**src/rtl/debug_pkg.sv**
```systemverilog
// Shared encodings for the debug sequencer and the core's debug port.
// No logic: opcodes, debug_mode values, and sequencer states.
// Imported by debug_seq, debug_timeout and cpu_core.
package debug_pkg;

  localparam logic [2:0] DBG_NOP   = 3'd0;
  localparam logic [2:0] DBG_STOP  = 3'd1;
  localparam logic [2:0] DBG_RUN   = 3'd2;
  localparam logic [2:0] DBG_STEP  = 3'd3;
  localparam logic [2:0] DBG_READ  = 3'd4;
  localparam logic [2:0] DBG_WRITE = 3'd5;

  localparam logic [1:0] MODE_RUN  = 2'd0;
  localparam logic [1:0] MODE_STOP = 2'd1;
  localparam logic [1:0] MODE_STEP = 2'd2;

  typedef enum logic [2:0] {
    ST_IDLE,
    ST_STOP_WAIT,
    ST_STEP_PULSE,
    ST_STEP_WAIT,
    ST_READ_SEL,
    ST_READ_CAP,
    ST_WRITE,
    ST_RESP
  } state_e;

  // States in which the sequencer waits for the core to report halted.
  function automatic logic is_wait_state(input state_e s);
    return (s == ST_STOP_WAIT) || (s == ST_STEP_WAIT);
  endfunction

endpackage

```
**src/rtl/debug_timeout.sv**
```systemverilog
// Saturating 8-bit wait counter with an expired flag; clears while clr_i is high.
// Latency: expired_o is a compare of the registered count, valid the cycle after the LIMIT-th increment.
// Backpressure: none; it only observes inc_i.
module debug_timeout #(
  parameter int unsigned LIMIT = 255
) (
  input  logic clk,
  input  logic rst,
  input  logic clr_i,
  input  logic inc_i,
  output logic expired_o
);
  import debug_pkg::*;

  localparam logic [7:0] LIMIT_C = 8'(LIMIT);

  logic [7:0] cnt_q;
  logic [7:0] cnt_d;

  // Next count: clear has priority, increment stops at all-ones.
  always_comb begin
    cnt_d = cnt_q;
    if (clr_i) begin
      cnt_d = '0;
    end else if (inc_i && (cnt_q != 8'hFF)) begin
      cnt_d = cnt_q + 8'd1;
    end
  end

  // Count register.
  always_ff @(posedge clk) begin
    if (rst) begin
      cnt_q <= '0;
    end else begin
      cnt_q <= cnt_d;
    end
  end

  assign expired_o = (cnt_q >= LIMIT_C);

endmodule

```
**src/rtl/debug_seq.sv**
```systemverilog
// Host-side debug command sequencer: one response per command, drives the core debug port.
// Latency: NOP/RUN/error rsp after E1, WRITE after E1, READ after E2, STOP on halted core after E2.
// Backpressure: cmd_ready only in IDLE; response held stable until rsp_ready.
module debug_seq #(
  parameter int unsigned DATA_WIDTH = 16,
  parameter int unsigned SEL_WIDTH  = 4,
  parameter int unsigned TIMEOUT    = 255
) (
  input  logic                  clk,
  input  logic                  rst,
  input  logic                  cmd_valid,
  output logic                  cmd_ready,
  input  logic [2:0]            cmd_op,
  input  logic [SEL_WIDTH-1:0]  cmd_sel,
  input  logic [DATA_WIDTH-1:0] cmd_data,
  output logic                  rsp_valid,
  input  logic                  rsp_ready,
  output logic [DATA_WIDTH-1:0] rsp_data,
  output logic                  rsp_err,
  output logic [1:0]            debug_mode,
  output logic [SEL_WIDTH-1:0]  debug_sel,
  output logic                  debug_we,
  output logic [DATA_WIDTH-1:0] debug_wdata,
  input  logic                  debug_stopped,
  input  logic [DATA_WIDTH-1:0] debug_rdata
);
  import debug_pkg::*;

  state_e                state_q, state_d;
  logic                  cmd_ready_q, cmd_ready_d;
  logic                  rsp_valid_q, rsp_valid_d;
  logic [DATA_WIDTH-1:0] rsp_data_q, rsp_data_d;
  logic                  rsp_err_q, rsp_err_d;
  logic [1:0]            mode_q, mode_d;
  logic [SEL_WIDTH-1:0]  sel_q, sel_d;
  logic                  we_q, we_d;
  logic [DATA_WIDTH-1:0] wdata_q, wdata_d;
  logic [DATA_WIDTH-1:0] step_q, step_d;
  logic                  seen_q, seen_d;
  logic                  expired;

  // Timeout is held clear outside the wait states, so every entry starts at zero.
  debug_timeout #(.LIMIT(TIMEOUT)) u_timeout (
    .clk       (clk),
    .rst       (rst),
    .clr_i     (!is_wait_state(state_q)),
    .inc_i     (is_wait_state(state_q) && !debug_stopped),
    .expired_o (expired)
  );

  // Next-state and registered-output decode.
  always_comb begin
    state_d    = state_q;
    mode_d     = mode_q;
    sel_d      = sel_q;
    wdata_d    = wdata_q;
    we_d       = 1'b0;
    step_d     = step_q;
    rsp_data_d = rsp_data_q;
    rsp_err_d  = rsp_err_q;
    case (state_q)
      ST_IDLE: begin
        if (cmd_valid && cmd_ready_q) begin
          rsp_data_d = '0;
          rsp_err_d  = 1'b0;
          state_d    = ST_RESP;
          case (cmd_op)
            DBG_NOP: ;
            DBG_RUN: mode_d = MODE_RUN;
            DBG_STOP: begin
              mode_d  = MODE_STOP;
              state_d = ST_STOP_WAIT;
            end
            DBG_STEP: begin
              if (!debug_stopped) begin
                rsp_err_d = 1'b1;
              end else if (cmd_data != '0) begin
                step_d  = cmd_data;
                mode_d  = MODE_STEP;
                state_d = ST_STEP_PULSE;
              end
            end
            DBG_READ: begin
              if (!debug_stopped) begin
                rsp_err_d = 1'b1;
              end else begin
                sel_d   = cmd_sel;
                state_d = ST_READ_SEL;
              end
            end
            DBG_WRITE: begin
              if (!debug_stopped) begin
                rsp_err_d = 1'b1;
              end else begin
                sel_d   = cmd_sel;
                wdata_d = cmd_data;
                we_d    = 1'b1;
                state_d = ST_WRITE;
              end
            end
            default: rsp_err_d = 1'b1;
          endcase
        end
      end
      ST_STOP_WAIT: begin
        if (seen_q) begin
          state_d = ST_RESP;
        end else if (expired) begin
          rsp_err_d = 1'b1;
          state_d   = ST_RESP;
        end
      end
      ST_STEP_PULSE: begin
        mode_d  = MODE_STOP;
        state_d = ST_STEP_WAIT;
      end
      ST_STEP_WAIT: begin
        if (seen_q) begin
          step_d = step_q - DATA_WIDTH'(1);
          if (step_q == DATA_WIDTH'(1)) begin
            state_d = ST_RESP;
          end else begin
            mode_d  = MODE_STEP;
            state_d = ST_STEP_PULSE;
          end
        end else if (expired) begin
          rsp_err_d = 1'b1;
          state_d   = ST_RESP;
        end
      end
      ST_READ_SEL: state_d = ST_READ_CAP;
      ST_READ_CAP: begin
        rsp_data_d = debug_rdata;
        state_d    = ST_RESP;
      end
      ST_WRITE: state_d = ST_RESP;
      ST_RESP: begin
        if (rsp_valid_q && rsp_ready) begin
          state_d = ST_IDLE;
        end
      end
      default: state_d = ST_IDLE;
    endcase

    // Commands answered straight from IDLE spend one RESP cycle before rsp_valid rises.
    if (state_q == ST_RESP) begin
      rsp_valid_d = !(rsp_valid_q && rsp_ready);
    end else begin
      rsp_valid_d = (state_d == ST_RESP) && (state_q != ST_IDLE);
    end
    cmd_ready_d = (state_d == ST_IDLE);
    // Halt is taken from a registered sample, dropped when the wait state is left.
    seen_d = debug_stopped && is_wait_state(state_q) && (state_d == state_q);
  end

  // State and output registers; reset aborts any command and releases the core.
  always_ff @(posedge clk) begin
    if (rst) begin
      state_q     <= ST_IDLE;
      cmd_ready_q <= 1'b0;
      rsp_valid_q <= 1'b0;
      rsp_data_q  <= '0;
      rsp_err_q   <= 1'b0;
      mode_q      <= MODE_RUN;
      sel_q       <= '0;
      we_q        <= 1'b0;
      wdata_q     <= '0;
      step_q      <= '0;
      seen_q      <= 1'b0;
    end else begin
      state_q     <= state_d;
      cmd_ready_q <= cmd_ready_d;
      rsp_valid_q <= rsp_valid_d;
      rsp_data_q  <= rsp_data_d;
      rsp_err_q   <= rsp_err_d;
      mode_q      <= mode_d;
      sel_q       <= sel_d;
      we_q        <= we_d;
      wdata_q     <= wdata_d;
      step_q      <= step_d;
      seen_q      <= seen_d;
    end
  end

  assign cmd_ready   = cmd_ready_q;
  assign rsp_valid   = rsp_valid_q;
  assign rsp_data    = rsp_data_q;
  assign rsp_err     = rsp_err_q;
  assign debug_mode  = mode_q;
  assign debug_sel   = sel_q;
  assign debug_we    = we_q;
  assign debug_wdata = wdata_q;

endmodule
```
**config.mk**
```make
export PLATFORM = sky130hd
export DESIGN_NAME = debug_seq
export DESIGN_NICKNAME = d
export VERILOG_FILES = /design/src/rtl/debug_pkg.sv /design/src/rtl/debug_timeout.sv /design/src/rtl/debug_seq.sv
export SDC_FILE = /design/constraint.sdc
export NUM_CORES = 1
export LEC_CHECK = 0
export ABC_CLOCK_PERIOD_IN_PS = 1650
export CAP_MARGIN = 20
export CORE_AREA = 2 2 91 93
export DETAILED_ROUTE_END_ITERATION = 6
export DIE_AREA = 0 0 93 95
export GPL_TIMING_DRIVEN = 0
export PLACE_DENSITY = 0.76
export SETUP_SLACK_MARGIN = 0.05
export SLEW_MARGIN = 20
export SYNTH_ARGS = -nofsm -noshare
export SYNTH_HDL_FRONTEND = slang
export SYNTH_SLANG_ARGS = --single-unit
export TNS_END_PERCENT = 5
```
**constraint.sdc**
```tcl
create_clock -name clk -period 1.65 [get_ports clk]
set_input_delay 0.33 -clock clk [delete_from_list [all_inputs] [get_ports clk]]
set_output_delay 0.33 -clock clk [all_outputs]
set_load 0.02 [all_outputs]
```
Word-level counts from Yosys, hierarchy flattened
Index checks and enable logic that the tools add are counted.

Output and inout bits: 42. Input bits: 44. Bits in registers: 70. Word-level logic and storage cells: 113.

Reductions and logical operators: 32. Multiplexer cells: 35. Add/subtract/negate cells: 2. Magnitude comparators: 1. Equal/unequal tests: 27. Bitwise gates (word level): 4.

Operators by type and width (number): $mux W16 (6); $pmux W16 S2 (2); $mux W3 (8); $eq A3 B3 Y1 const B (7); $pmux W3 S7 (1); $eq A16 B1 Y1 const B (1); $reduce_bool A16 Y1 (1); $sub A16 B1 Y16 const B (1); $eq A3 B2 Y1 const B (4); $mux W2 (6); $ne A2 B2 Y1 const B (6); $pmux W2 S3 (2); $pmux W3 S4 (1); $reduce_and A4 Y1 (3); $logic_not A3 Y1 (3); $add A8 B1 Y8 const B (1); $ge A8 B8 Y1 const B (1); $ne A8 B8 Y1 const B (1); $reduce_or A2 Y1 (4); $logic_and A1 B1 Y1 (7); $mux W1 (7); $reduce_and A7 Y1 (1); $eq A3 B1 Y1 const B (2); $ne A3 B3 Y1 const B (2); 13 further kinds (23).

Depth between registers and ports, before layout
Word-level depth: 9. Mapped depth: 8. Gate-level depth less buffers: 7.

Cells and area by module
Synthesis repeated with hierarchy kept, for this count alone.

Cells, all modules: 449. Area, all modules: 3477.1 um2.

By module, submodules not included: debug_seq (instances 1, cells an instance 400, sequential area each 1241.2 um2, area an instance 3054.2 um2); debug_timeout (instances 1, cells an instance 49, sequential area each 160.2 um2, area an instance 422.9 um2).

Least setup slack after synthesis
Ideal clock, no wire load.

Path kind: flip-flop to flip-flop. Start point: register state_q[2]. End point: register seen_q. Library setup time: 118 ps. Buffers on the path: 2. Data required time: 1532 ps. Stages on the path, launching flop included: 8. Clock period less this slack: 1796 ps. Arrival time: 1678 ps. Path slack: -146 ps. Path through: dfxtp_1 -> buf_6 -> or3_4 -> or2_1 -> buf_6 -> nor3b_2 -> a311oi_1 -> o2111a_1.

Longest elaborated chain between the ends: 5. Elaborated cells on any way between the ends: 19. Those cells by class: eq/ne (8); mux (6); reduce/logical (5).

Ends and longest elaborated chain: start, declared (line debug_seq.sv:29) `state_e state_q, state_d;`; start signal, assigned (line debug_seq.sv:171) `state_q <= state_d;`; $eq A3 B3 Y1 / $mux W3 (equally long branches) (line debug_seq.sv:61, debug_seq.sv:108, debug_seq.sv:126); $reduce_or A2 Y1 (no source line), or another cell as far along; $pmux W3 S7 (line debug_seq.sv:61) `case (state_q)`; $eq A3 B3 Y1 (line debug_seq.sv:153) `seen_d = debug_stopped && is_wait_state(state_q) && (state_d == state_q);`; $logic_and A1 B1 Y1 (*) (line debug_seq.sv:153); end signal, assigned (line debug_seq.sv:181) `seen_q <= seen_d;`; end, declared (line debug_seq.sv:39) `logic seen_q, seen_d;`.

Every way passes the cells marked *; elsewhere a longest branch is shown, timed or not. A chain may end at the register's enable or synchronous reset.

Worst setup path in the final report
Start point: register state_q[0]. End point: register step_q[6].

Longest elaborated chain between the ends: 3. Elaborated cells on any way between the ends: 10. Those cells by class: eq/ne (6); mux (1); reduce/logical (3).

Ends and longest elaborated chain: $eq A3 B2 Y1 / $logic_not A3 Y1 (equally long branches) (line debug_seq.sv:61); $ne A2 B2 Y1 (no source line), or another cell as far along; $reduce_and A6 Y1 (no source line); end signal, assigned (line debug_seq.sv:180) `step_q <= step_d;`; end, declared (line debug_seq.sv:38) `logic [DATA_WIDTH-1:0] step_q, step_d;`.

Several ways; a longest one is shown, not always the timed one.

==> qor.csv <==
metric,value,unit
antenna_found_initial,0,
drc,0,
n_antenna_cell,0,
synth.top_cells.by_count,"70 x dfxtp_1, 54 x a21oi_1, 50 x nand2_1",
syn_inst,429,
setup_ws,-0.290,ns
numPortBuffers,84,
drv_cap,0,
cp_data_required_time,1.91,ns
core,0.00793,mm^2
min_path_type,in -> reg,
p_per_area,1050,mW/mm^2
worstMarginPinSlew,0.709,ns
maxSlewViolCount,0,
placed_cell_area,0.00445,mm^2
via_per_inst,5.85,
outcome,"complete, but fails checks",
critical_path_class,reg -> reg,
synth_top_area_share,40.2,%
grt_overflow,0,
synth_warnings,0,
root_buffer,clkbuf_8,
tritoncts,done,
postLayoutCellArea,0.00505,mm^2
synth.top_cells.by_area,"dfxtp_1 40%, a21oi_1 7.8%, nand3_1 6.5%",
cts_buffers,9,
routed-via-count,3817,
power,5.28,mW
track_usage,25.3,%
cp-start-kind,flop,
start_util,43.9,%
dp_hpwl,7750,um
die_width,93,um
detail-route-antenna-nets,0,
yosysUniqueCellTypes,65,
grt_pass1_vias,3660,
yosysMostFrequentCell,dfxtp_1,
synth_edf_count,0,
drive_above_1_share,19.9,%
drt_iter0_drc,397,
gp_congestion,0.961,
critPathMaxFanout,7,
io_pins,86,
fmax,0.515,GHz
cts_sinks,70,
dieArea,0.00884,mm^2
htree_levels,3,
row_count,33,
area_delta_synth_final,45.0,%
violations,negative setup slack,
grt_pass1_wl,17600,um
grt_max_degree,13,
avgSynthCellArea,8.12,um^2
yosysSeqAreaShare,40.2,%
async_reset_ff_share,0,%
firstDrtPassIters,5,
clockBufferDepth,2,
ys_ff_latch,70,
hold_viol_final,0,
netlist_area,0.00348,mm^2
setup_viol,38,
wl_per_cell,17.2,um
ir_worst_vdd,547,uV
die_h,95,um
slew_headroom,52.8,%
power.leakage,1.93,nW
synth_fp_nets,476,
clock_skew,0.00674,ns
rsz0062_at_grt,true,
post-route-min-period,1.94,ns
yosysTopAreaCell,dfxtp_1,
routed_wl,11200,um
finalNetCount,590,
arrival,2.20,ns
clkSlewWorstSetupHoldPaths,0.08,ns
worstSkewPairLatency,0.35,ns
finalCritPeriodShare,118,%
ys.flop_type,dfxtp_1,
end_kind,flop,
[layout make-up]
cell class	instances	area, um^2
plain buffers	28	180
clock buffers	9	124
clock inverters	6	86.3
fillers	699	2880
inverters	9	33.8
multi-input cells	321	2150
flip-flops and latches	70	1410
well taps	105	131
repair buffers	104	932
[flip-flops by register name, indices dropped and copies added, names as in the netlist]
signal / count
state_q: 3
debug_we: 1
step_q: 16
rsp_err: 1
u_timeout.cnt_q: 8
rsp_valid: 1
debug_wdata: 16
debug_mode: 2
cmd_ready: 1
rsp_data: 16
seen_q: 1
debug_sel: 4
[per-layer routing]
metal	track usage, %	vias up	wire [um]
met3	7.42	31	1040
met2	41.4	189	5350
met5	0	-	0
met1	31.0	1789	4480
li1	-	1808	-
met4	11.3	0	318
[logic make-up (layout without fill, tap and decap cells)]
group	count (synthesis)	count (layout)	synth area share, %
buffers and inverters	38	156	4.92
adder cells (fa/ha/maj)	3	3	1.08
flip-flops	70	70	40.2
multiplexers	6	6	1.72
AND/OR/NAND/NOR	179	179	26.3
XOR/XNOR	6	6	1.51
AO/OA/AOI/OAI	127	127	24.2
[placed cells by master (no fill, tap or decap), types with 3 or more instances in the layout]
cell type	count
inv_1	8
clkbuf_1	8
nand2_2	4
nor2b_1	4
xor2_1	3
nand3_2	4
o21ai_0	11
nor4_2	3
nand4_1	5
nor3_1	8
a21oi_1	52
nor4_4	4
o21ai_1	6
dfxtp_1	65
clkbuf_4	4
a22oi_1	4
dfxtp_2	4
and3_1	4
o311ai_1	4
clkbuf_8	9
o211ai_1	4
mux2i_1	6
buf_4	20
nor2_1	27
xnor2_1	3
o311ai_2	5
nand3b_1	6
buf_6	5
o31ai_1	6
clkbuf_2	8
dlygate4sd2_1	58
a32oi_1	3
nand3_1	41
a31oi_1	3
clkdlybuf4s50_1	25
nand2_1	47
[through the flow]
stage / std cells / hold slack (ns) / utilization [%] / TNS, ns / setup slack (ns)
finish: 652 / 0.454 / 63.7 / -5.98 / -0.290
global placement: 618 / 0.446 / 56.2 / -30.06 / -0.859
global route: 652 / 0.463 / 63.7 / -8.92 / -0.329
floorplan: 429 / 0.449 / - / -2.16 / -0.145
detailed placement: 618 / 0.448 / 56.2 / -32.55 / -0.898
CTS: 651 / 0.443 / 62.5 / -3.84 / -0.203
[power by group]
group / internal (mW) / total (mW) / leakage, nW / switching (mW)
clock: 0.843 / 1.51 / 0.105 / 0.672
combinational: 0.788 / 1.88 / 1.25 / 1.09
sequential: 1.79 / 1.89 / 0.568 / 0.0977
[worst paths after layout]
check               endpoint  depth (start not counted)  slack [ns]             from
max                step_q[6]                          7       -0.29       state_q[0]
min           debug_wdata[5]                          3        0.45      cmd_data[5]
max reg2reg        step_q[6]                          7       -0.29       state_q[0]
min reg2reg  debug_wdata[14]                          2        0.45  debug_wdata[14]
[critical path, stage by stage (launching register included)]
cell and delay (ns):
dfxtp_2 0.32, buf_6 0.12, or3_4 0.37, nor3_4 0.30
buf_4 0.16, a21o_4 0.16, nand2_2 0.13, a221oi_2 0.28
[repair_timing]
| item | CTS | global route |
|---|---|---|
| resized for setup | 123 | 19 |
| hold buffers | 0 | 0 |
| gates cloned | 0 | 0 |
| setup endpoints to repair | 104 | 67 |
| pin swaps | 15 | 14 |
| buffers inserted | 19 | 1 |
Note: power is estimated with default switching activity, not from simulation.
